[src/rtl/set_pkg.sv]
// -----------------------------------------------------------------------------
// set_pkg
// Shared definitions for the SET job scheduler and the SET engine it feeds.
//   - state_t         : scheduler FSM encoding (IDLE, LAUNCH, WAIT, RESP)
//   - descriptor map  : bit offsets/widths of the candidate descriptor fields,
//                       so the scheduler and the engine agree on the layout
//   - DEF_*           : default widths and watchdog limit
// -----------------------------------------------------------------------------
package set_pkg;

    // Scheduler FSM states, 2-bit encoding.
    typedef enum logic [1:0] {
        ST_IDLE   = 2'd0,
        ST_LAUNCH = 2'd1,
        ST_WAIT   = 2'd2,
        ST_RESP   = 2'd3
    } state_t;

    // Candidate descriptor layout: centre x, centre y, radius, mode (LSB first).
    localparam int CFG_CX_W     = 8;
    localparam int CFG_CY_W     = 8;
    localparam int CFG_RAD_W    = 6;
    localparam int CFG_MODE_W   = 2;
    localparam int CFG_CX_OFF   = 0;
    localparam int CFG_CY_OFF   = CFG_CX_OFF + CFG_CX_W;
    localparam int CFG_RAD_OFF  = CFG_CY_OFF + CFG_CY_W;
    localparam int CFG_MODE_OFF = CFG_RAD_OFF + CFG_RAD_W;

    // Default widths: the descriptor width follows from the field map above.
    localparam int DEF_CFG_W   = CFG_MODE_OFF + CFG_MODE_W;
    localparam int DEF_RES_W   = 8;
    localparam int DEF_TIMEOUT = 64;

endpackage

[src/rtl/set_rr_arbiter.sv]
// -----------------------------------------------------------------------------
// set_rr_arbiter
// Combinational round-robin pick among N_REQ request lines. The search starts
// one position above last_owner_i and wraps, so the previous owner is always
// considered last.
// Ports:
//   req_i        [N_REQ-1:0] request levels
//   last_owner_i [IDX_W-1:0] index of the most recently served requester
//   gnt_o        [N_REQ-1:0] one-hot pick (all zero when no request)
//   gnt_idx_o    [IDX_W-1:0] index of the pick (0 when no request)
//   any_o                    at least one request is pending
// -----------------------------------------------------------------------------
module set_rr_arbiter
    import set_pkg::*;
#(
    parameter int N_REQ = 4,
    parameter int IDX_W = $clog2(N_REQ)
) (
    input  logic [N_REQ-1:0] req_i,
    input  logic [IDX_W-1:0] last_owner_i,
    output logic [N_REQ-1:0] gnt_o,
    output logic [IDX_W-1:0] gnt_idx_o,
    output logic             any_o
);

    // Walk the N_REQ candidates in priority order; the first one with a
    // pending request wins. The candidate index is wrapped with a subtract
    // rather than a modulo so non-power-of-two N_REQ works too.
    always_comb begin
        int               cand;
        logic [IDX_W-1:0] cidx;
        logic             found;
        gnt_o     = '0;
        gnt_idx_o = '0;
        found     = 1'b0;
        cand      = 0;
        cidx      = '0;
        for (int i = 1; i <= N_REQ; i++) begin
            cand = int'(last_owner_i) + i;
            if (cand >= N_REQ) begin
                cand = cand - N_REQ;
            end
            cidx = cand[IDX_W-1:0];
            if (!found && req_i[cidx]) begin
                found         = 1'b1;
                gnt_o[cidx]   = 1'b1;
                gnt_idx_o     = cidx;
            end
        end
    end

    assign any_o = |req_i;

endmodule

[src/rtl/set_job_scheduler.sv]
// -----------------------------------------------------------------------------
// set_job_scheduler
// Shares a single SET engine between N_REQ requesters. Pending requests are
// arbitrated round-robin in IDLE, the winner's descriptor is latched and a
// start pulse issued, the engine result is awaited under a watchdog, and the
// count (or a timeout error) is returned to the owning requester.
// Ports:
//   clk_i, rst_i                clock (rising edge), async active-high reset
//   req_i        [N_REQ-1:0]    request levels
//   cfg_i        [N_REQ*CFG_W-1:0] packed descriptors, slice k = requester k
//   gnt_o        [N_REQ-1:0]    one-hot job owner, LAUNCH through RESP
//   rsp_valid_o  [N_REQ-1:0]    one-cycle response strobe to the owner
//   rsp_data_o   [RES_W-1:0]    result, valid with rsp_valid_o
//   rsp_err_o                   job timed out (with rsp_valid_o)
//   eng_start_o                 one-cycle engine launch pulse
//   eng_cfg_o    [CFG_W-1:0]    latched descriptor for the engine
//   eng_valid_i                 engine result strobe
//   eng_result_i [RES_W-1:0]    engine count
//   busy_o                      scheduler not in IDLE
// -----------------------------------------------------------------------------
module set_job_scheduler
    import set_pkg::*;
#(
    parameter int N_REQ   = 4,
    parameter int CFG_W   = DEF_CFG_W,
    parameter int RES_W   = DEF_RES_W,
    parameter int TIMEOUT = DEF_TIMEOUT
) (
    input  logic                   clk_i,
    input  logic                   rst_i,
    input  logic [N_REQ-1:0]       req_i,
    input  logic [N_REQ*CFG_W-1:0] cfg_i,
    output logic [N_REQ-1:0]       gnt_o,
    output logic [N_REQ-1:0]       rsp_valid_o,
    output logic [RES_W-1:0]       rsp_data_o,
    output logic                   rsp_err_o,
    output logic                   eng_start_o,
    output logic [CFG_W-1:0]       eng_cfg_o,
    input  logic                   eng_valid_i,
    input  logic [RES_W-1:0]       eng_result_i,
    output logic                   busy_o
);

    localparam int IDX_W = $clog2(N_REQ);
    localparam int WD_W  = $clog2(TIMEOUT + 1);

    state_t           state;
    logic [IDX_W-1:0] last_owner;
    logic [IDX_W-1:0] owner;
    logic [WD_W-1:0]  wd_cnt;

    logic [N_REQ-1:0] arb_gnt;
    logic [IDX_W-1:0] arb_idx;
    logic             arb_any;

    logic [CFG_W-1:0] cfg_slice [N_REQ];

    // Unpack the flat descriptor bus so the winner can be selected by index.
    for (genvar k = 0; k < N_REQ; k++) begin : g_cfg
        assign cfg_slice[k] = cfg_i[k*CFG_W +: CFG_W];
    end

    set_rr_arbiter #(
        .N_REQ (N_REQ),
        .IDX_W (IDX_W)
    ) u_arb (
        .req_i        (req_i),
        .last_owner_i (last_owner),
        .gnt_o        (arb_gnt),
        .gnt_idx_o    (arb_idx),
        .any_o        (arb_any)
    );

    // Job FSM. All externally visible strobes are registered here; the start
    // and response strobes default low so each lasts exactly one cycle.
    // The watchdog counts WAIT cycles; an engine valid on the very cycle the
    // watchdog expires still wins because it is tested first.
    always_ff @(posedge clk_i or posedge rst_i) begin
        if (rst_i) begin
            state       <= ST_IDLE;
            last_owner  <= IDX_W'(N_REQ - 1);
            owner       <= '0;
            wd_cnt      <= '0;
            gnt_o       <= '0;
            rsp_valid_o <= '0;
            rsp_data_o  <= '0;
            rsp_err_o   <= 1'b0;
            eng_start_o <= 1'b0;
            eng_cfg_o   <= '0;
        end else begin
            eng_start_o <= 1'b0;
            rsp_valid_o <= '0;
            case (state)
                ST_IDLE: begin
                    if (arb_any) begin
                        owner       <= arb_idx;
                        gnt_o       <= arb_gnt;
                        eng_cfg_o   <= cfg_slice[arb_idx];
                        eng_start_o <= 1'b1;
                        state       <= ST_LAUNCH;
                    end
                end
                ST_LAUNCH: begin
                    wd_cnt <= '0;
                    state  <= ST_WAIT;
                end
                ST_WAIT: begin
                    wd_cnt <= wd_cnt + 1'b1;
                    if (eng_valid_i) begin
                        rsp_valid_o <= gnt_o;
                        rsp_data_o  <= eng_result_i;
                        rsp_err_o   <= 1'b0;
                        state       <= ST_RESP;
                    end else if (wd_cnt == WD_W'(TIMEOUT - 1)) begin
                        rsp_valid_o <= gnt_o;
                        rsp_data_o  <= '0;
                        rsp_err_o   <= 1'b1;
                        state       <= ST_RESP;
                    end
                end
                ST_RESP: begin
                    last_owner <= owner;
                    gnt_o      <= '0;
                    rsp_data_o <= '0;
                    rsp_err_o  <= 1'b0;
                    state      <= ST_IDLE;
                end
                default: begin
                    state <= ST_IDLE;
                end
            endcase
        end
    end

    assign busy_o = (state != ST_IDLE);

endmodule

[config.mk]
export PLATFORM = sky130hd
export DESIGN_NAME = set_job_scheduler
export DESIGN_NICKNAME = d
export VERILOG_FILES = /design/src/rtl/set_pkg.sv /design/src/rtl/set_rr_arbiter.sv /design/src/rtl/set_job_scheduler.sv
export SDC_FILE = /design/constraint.sdc
export NUM_CORES = 1
export LEC_CHECK = 0
export ABC_AREA = 0
export BUFFER_PORTS_ARGS = -buffer_cell sky130_fd_sc_hd__buf_4
export CAP_MARGIN = 20
export CORE_AREA = 4 4 122 124
export DETAILED_ROUTE_END_ITERATION = 16
export DIE_AREA = 0 0 126 128
export MAX_ROUTING_LAYER = met4
export SYNTH_ARGS = -nofsm -noshare
export SYNTH_HDL_FRONTEND = slang
export SYNTH_SLANG_ARGS = --single-unit
[constraint.sdc]
create_clock -name clk_i -period 8.65 [get_ports clk_i]
set_input_delay 0.4325 -clock clk_i [delete_from_list [all_inputs] [get_ports clk_i]]
set_output_delay 0.4325 -clock clk_i [all_outputs]
set_load 0.05 [all_outputs]
==> results.json <==
{
  "power.internal_mw": 1.07,
  "ys_types": 42,
  "power-per-cell-area_mw_per_mm2": 364,
  "clk_pin_slew_worst_paths_ns": 0.08,
  "required_ns": 8.79,
  "critPathSlowestCell": "dfstp_2",
  "vias": 4821,
  "grt_max_degree": 57,
  "reg2reg_slack_ns": 4.93,
  "hp-class": "input pin to flip-flop",
  "clock.fmax_ghz": 0.269,
  "finClkSkew_ns": 0.00216,
  "totalPowerFinal_mw": 2.23,
  "maxCapViolations": 0,
  "insertion_delay_ns": 0.30,
  "crit_type": "flip-flop to flip-flop",
  "synth_edf_count": 0,
  "endpoint_kind": "flip-flop",
  "ys.flop_type": "dfrtp_1",
  "syn_area_mm2": 0.00476,
  "cp-endpoint": "eng_cfg_o[11]",
  "cp_cell_sequence": "mux2i_4 -> buf_4 -> a21o_1 -> nand3b_1 -> buf_4 -> mux2i_1 -> o221ai_1",
  "synth_area_leaders": "dfrtp_1 (28%), mux2i_1 (11%), and3_1 (6.4%), nor2_1 (5.0%), o21ai_0 (4.4%)",
  "wl_mm": 14.8,
  "io_buffers": 153,
  "power_frac_seq": 0.201,
  "fin_crit_sh": 0.430,
  "synth_top_cell_area_share": 0.279,
  "path_delay_family": "compound AO/OA/AOI/OAI gates",
  "startpoint": "last_owner[0]",
  "syn_inst": 575,
  "synth_warnings": 0,
  "crit_fanout": 31,
  "hold_viol_final": 0,
  "drtPass1Iterations": 5,
  "root_buffer": "clkbuf_16",
  "place_ws_ns": 5.00,
  "io_pins": 154,
  "grt_pass1_wl_mm": 24.3,
  "slew_violations": 0,
  "synthArstFlopShare": 1.00,
  "tightest_slew_ns": 1.06,
  "viasPerCell": 5.52,
  "hold_buffers": 0,
  "sw_frac_of_total": 0.522,
  "min_period_ns": 3.72,
  "yosys.area.top_type": "dfrtp_1",
  "fin_area_mm2": 0.00614,
  "syn-num-nets": 699,
  "slew_headroom": 0.296,
  "num-nets-final": 816,
  "p_leak_nw": 3.10,
  "drive_gt1_frac": 0.260,
  "setup_viol": 0,
  "chipHeight_um": 128,
  "synth-seq-cells": 55,
  "ys_seq_area_frac": 0.290,
  "placed_cell_area_mm2": 0.00598,
  "drt_iter0_markers": 346,
  "pwr-share-clk": 0.098,
  "final_core_util": 0.446,
  "wl_per_cell_um": 16.9,
  "rsz0062_at_grt": "false",
  "setup_slack_ns": 4.93,
  "clock_path_buffers": 2,
  "rows": 43,
  "cp.arrival_ns": 3.85,
  "cts.htree.levels": 2,
  "dieWidth_um": 126,
  "antenna_found_initial": 0,
  "drc": 0,
  "clkSinkCount": 55,
  "coreArea_mm2": 0.0138,
  "r2r_end": "eng_cfg_o[11]",
  "grt-ovfl-total": 0,
  "max_stage_delay_ns": 0.85,
  "p_comb_frac": 0.701,
  "cts_resized": 0,
  "cp_num_cells": 7,
  "start_kind": "flip-flop",
  "grt_use_total": 0.186,
  "syn_area_per_cell_um2": 8.27,
  "cts_buffers": 5,
  "postCtsSetupBuffers": 0,
  "synth.most_common_cell": "nor2_1",
  "hpwl_mm": 10.4,
  "grt_pass1_vias": 4845,
  "rr_startpoint": "last_owner[0]",
  "initial_core_util": 0.345,
  "crit_buf_inv": 2,
  "n_antenna_cell": 0,
  "dieArea_mm2": 0.0161,
  "path_common_cell": "buf_4",
  "peakVddDrop_mv": 0.150,
  "power_switching_mw": 1.17,
  "cts_tree": "built",
  "gp_congestion": 0.804,
  "syn_to_final_growth_pct": 29.0,
  "setup_tns_ns": 0,
  "status": "finished, final reports clean",
  "final_antenna_net_count": 0,
  "r2r_cells": 7,
  "synth_commonest_cells": "nor2_1 (63), dfrtp_1 (53), mux2i_1 (51), and3_1 (49), o21ai_0 (42)"
}
-- worst min-delay path by stage --
stage / startpoint / end / slack (ns) / depth (start not counted)
2_1_floorplan: owner[1] / owner[1] / 0.45 / 1
3_3_place_gp: owner[0] / owner[0] / 0.46 / 2
3_5_place_dp: rsp_data_o[4] / rsp_data_o[4] / 0.47 / 2
4_1_cts: eng_valid_i / rsp_err_o / 0.31 / 2
5_1_grt: eng_valid_i / rsp_err_o / 0.33 / 2
6_report: eng_valid_i / rsp_err_o / 0.32 / 2
-- sequential cells by signal, summed over array words and instances (netlist names) --
signal	flops
last_owner	2
wd_cnt	7
owner	2
rsp_data_o	8
eng_start_o	1
rsp_valid_o	4
state	2
rsp_err_o	1
eng_cfg_o	24
gnt_o	4
-- cell type report --
cell class | count | area, um^2
fill | 1397 | 7640
multi-input combinational | 434 | 3040
sequential | 55 | 1380
timing repair buffer | 160 | 1200
tap | 180 | 225
inverter | 36 | 135
clock buffer | 5 | 125
clock inverter | 3 | 31.3
-- worst register-to-register path, stage by stage (launching register included) --
cell,delay [ns]
dfstp_2,0.85
mux2i_4,0.65
buf_4,0.41
a21o_1,0.82
nand3b_1,0.15
buf_4,0.32
mux2i_1,0.22
o221ai_1,0.14
-- logic make-up after synthesis --
| family | after synthesis | synth area share |
|---|---|---|
| buffers and inverters | 86 | 0.0771 |
| adder cells (fa/ha/maj) | 13 | 0.0342 |
| AO/OA/AOI/OAI | 172 | 0.272 |
| AND/OR/NAND/NOR | 193 | 0.204 |
| flip-flops | 55 | 0.290 |
| XOR/XNOR | 1 | 0.00184 |
| multiplexers | 55 | 0.122 |
-- cell usage in the layout, fill, tap and decap left out, types with 6 or more instances in the layout --
cell      count
nand2_1      31
mux2i_1      49
o21bai_1     24
a21oi_1       7
o22a_1       24
o221ai_1     24
nor2b_1       6
nor2_1       63
ha_1         13
buf_4       160
a41oi_1      24
and3_1       49
inv_1        35
and2_1       28
dfrtp_1      53
o21ai_0      42
-- metrics by stage --
step | hold slack, ns | cells
after floorplan | 0.449 | 575
after global placement | 0.465 | 865
after detailed placement | 0.474 | 865
after CTS | 0.314 | 873
after global routing | 0.326 | 873
final | 0.324 | 873
-- power groups by stage --
stage          clock network, mW  logic, mW  registers [mW]
6_report                   0.219       1.57           0.448
5_1_grt                    0.238       1.70           0.465
4_1_cts                    0.227       1.57           0.449
3_5_place_dp                   0       1.56           0.453
3_3_place_gp                   0       1.53           0.450
2_1_floorplan                  0      0.909           0.714
-- per-layer routing --
layer	track usage	routed length (um)
met1	0.245	6690
met2	0.300	7010
met3	0.0333	842
met4	0.0435	207
met5	-	0
Note: power is estimated with default switching activity, not from simulation.
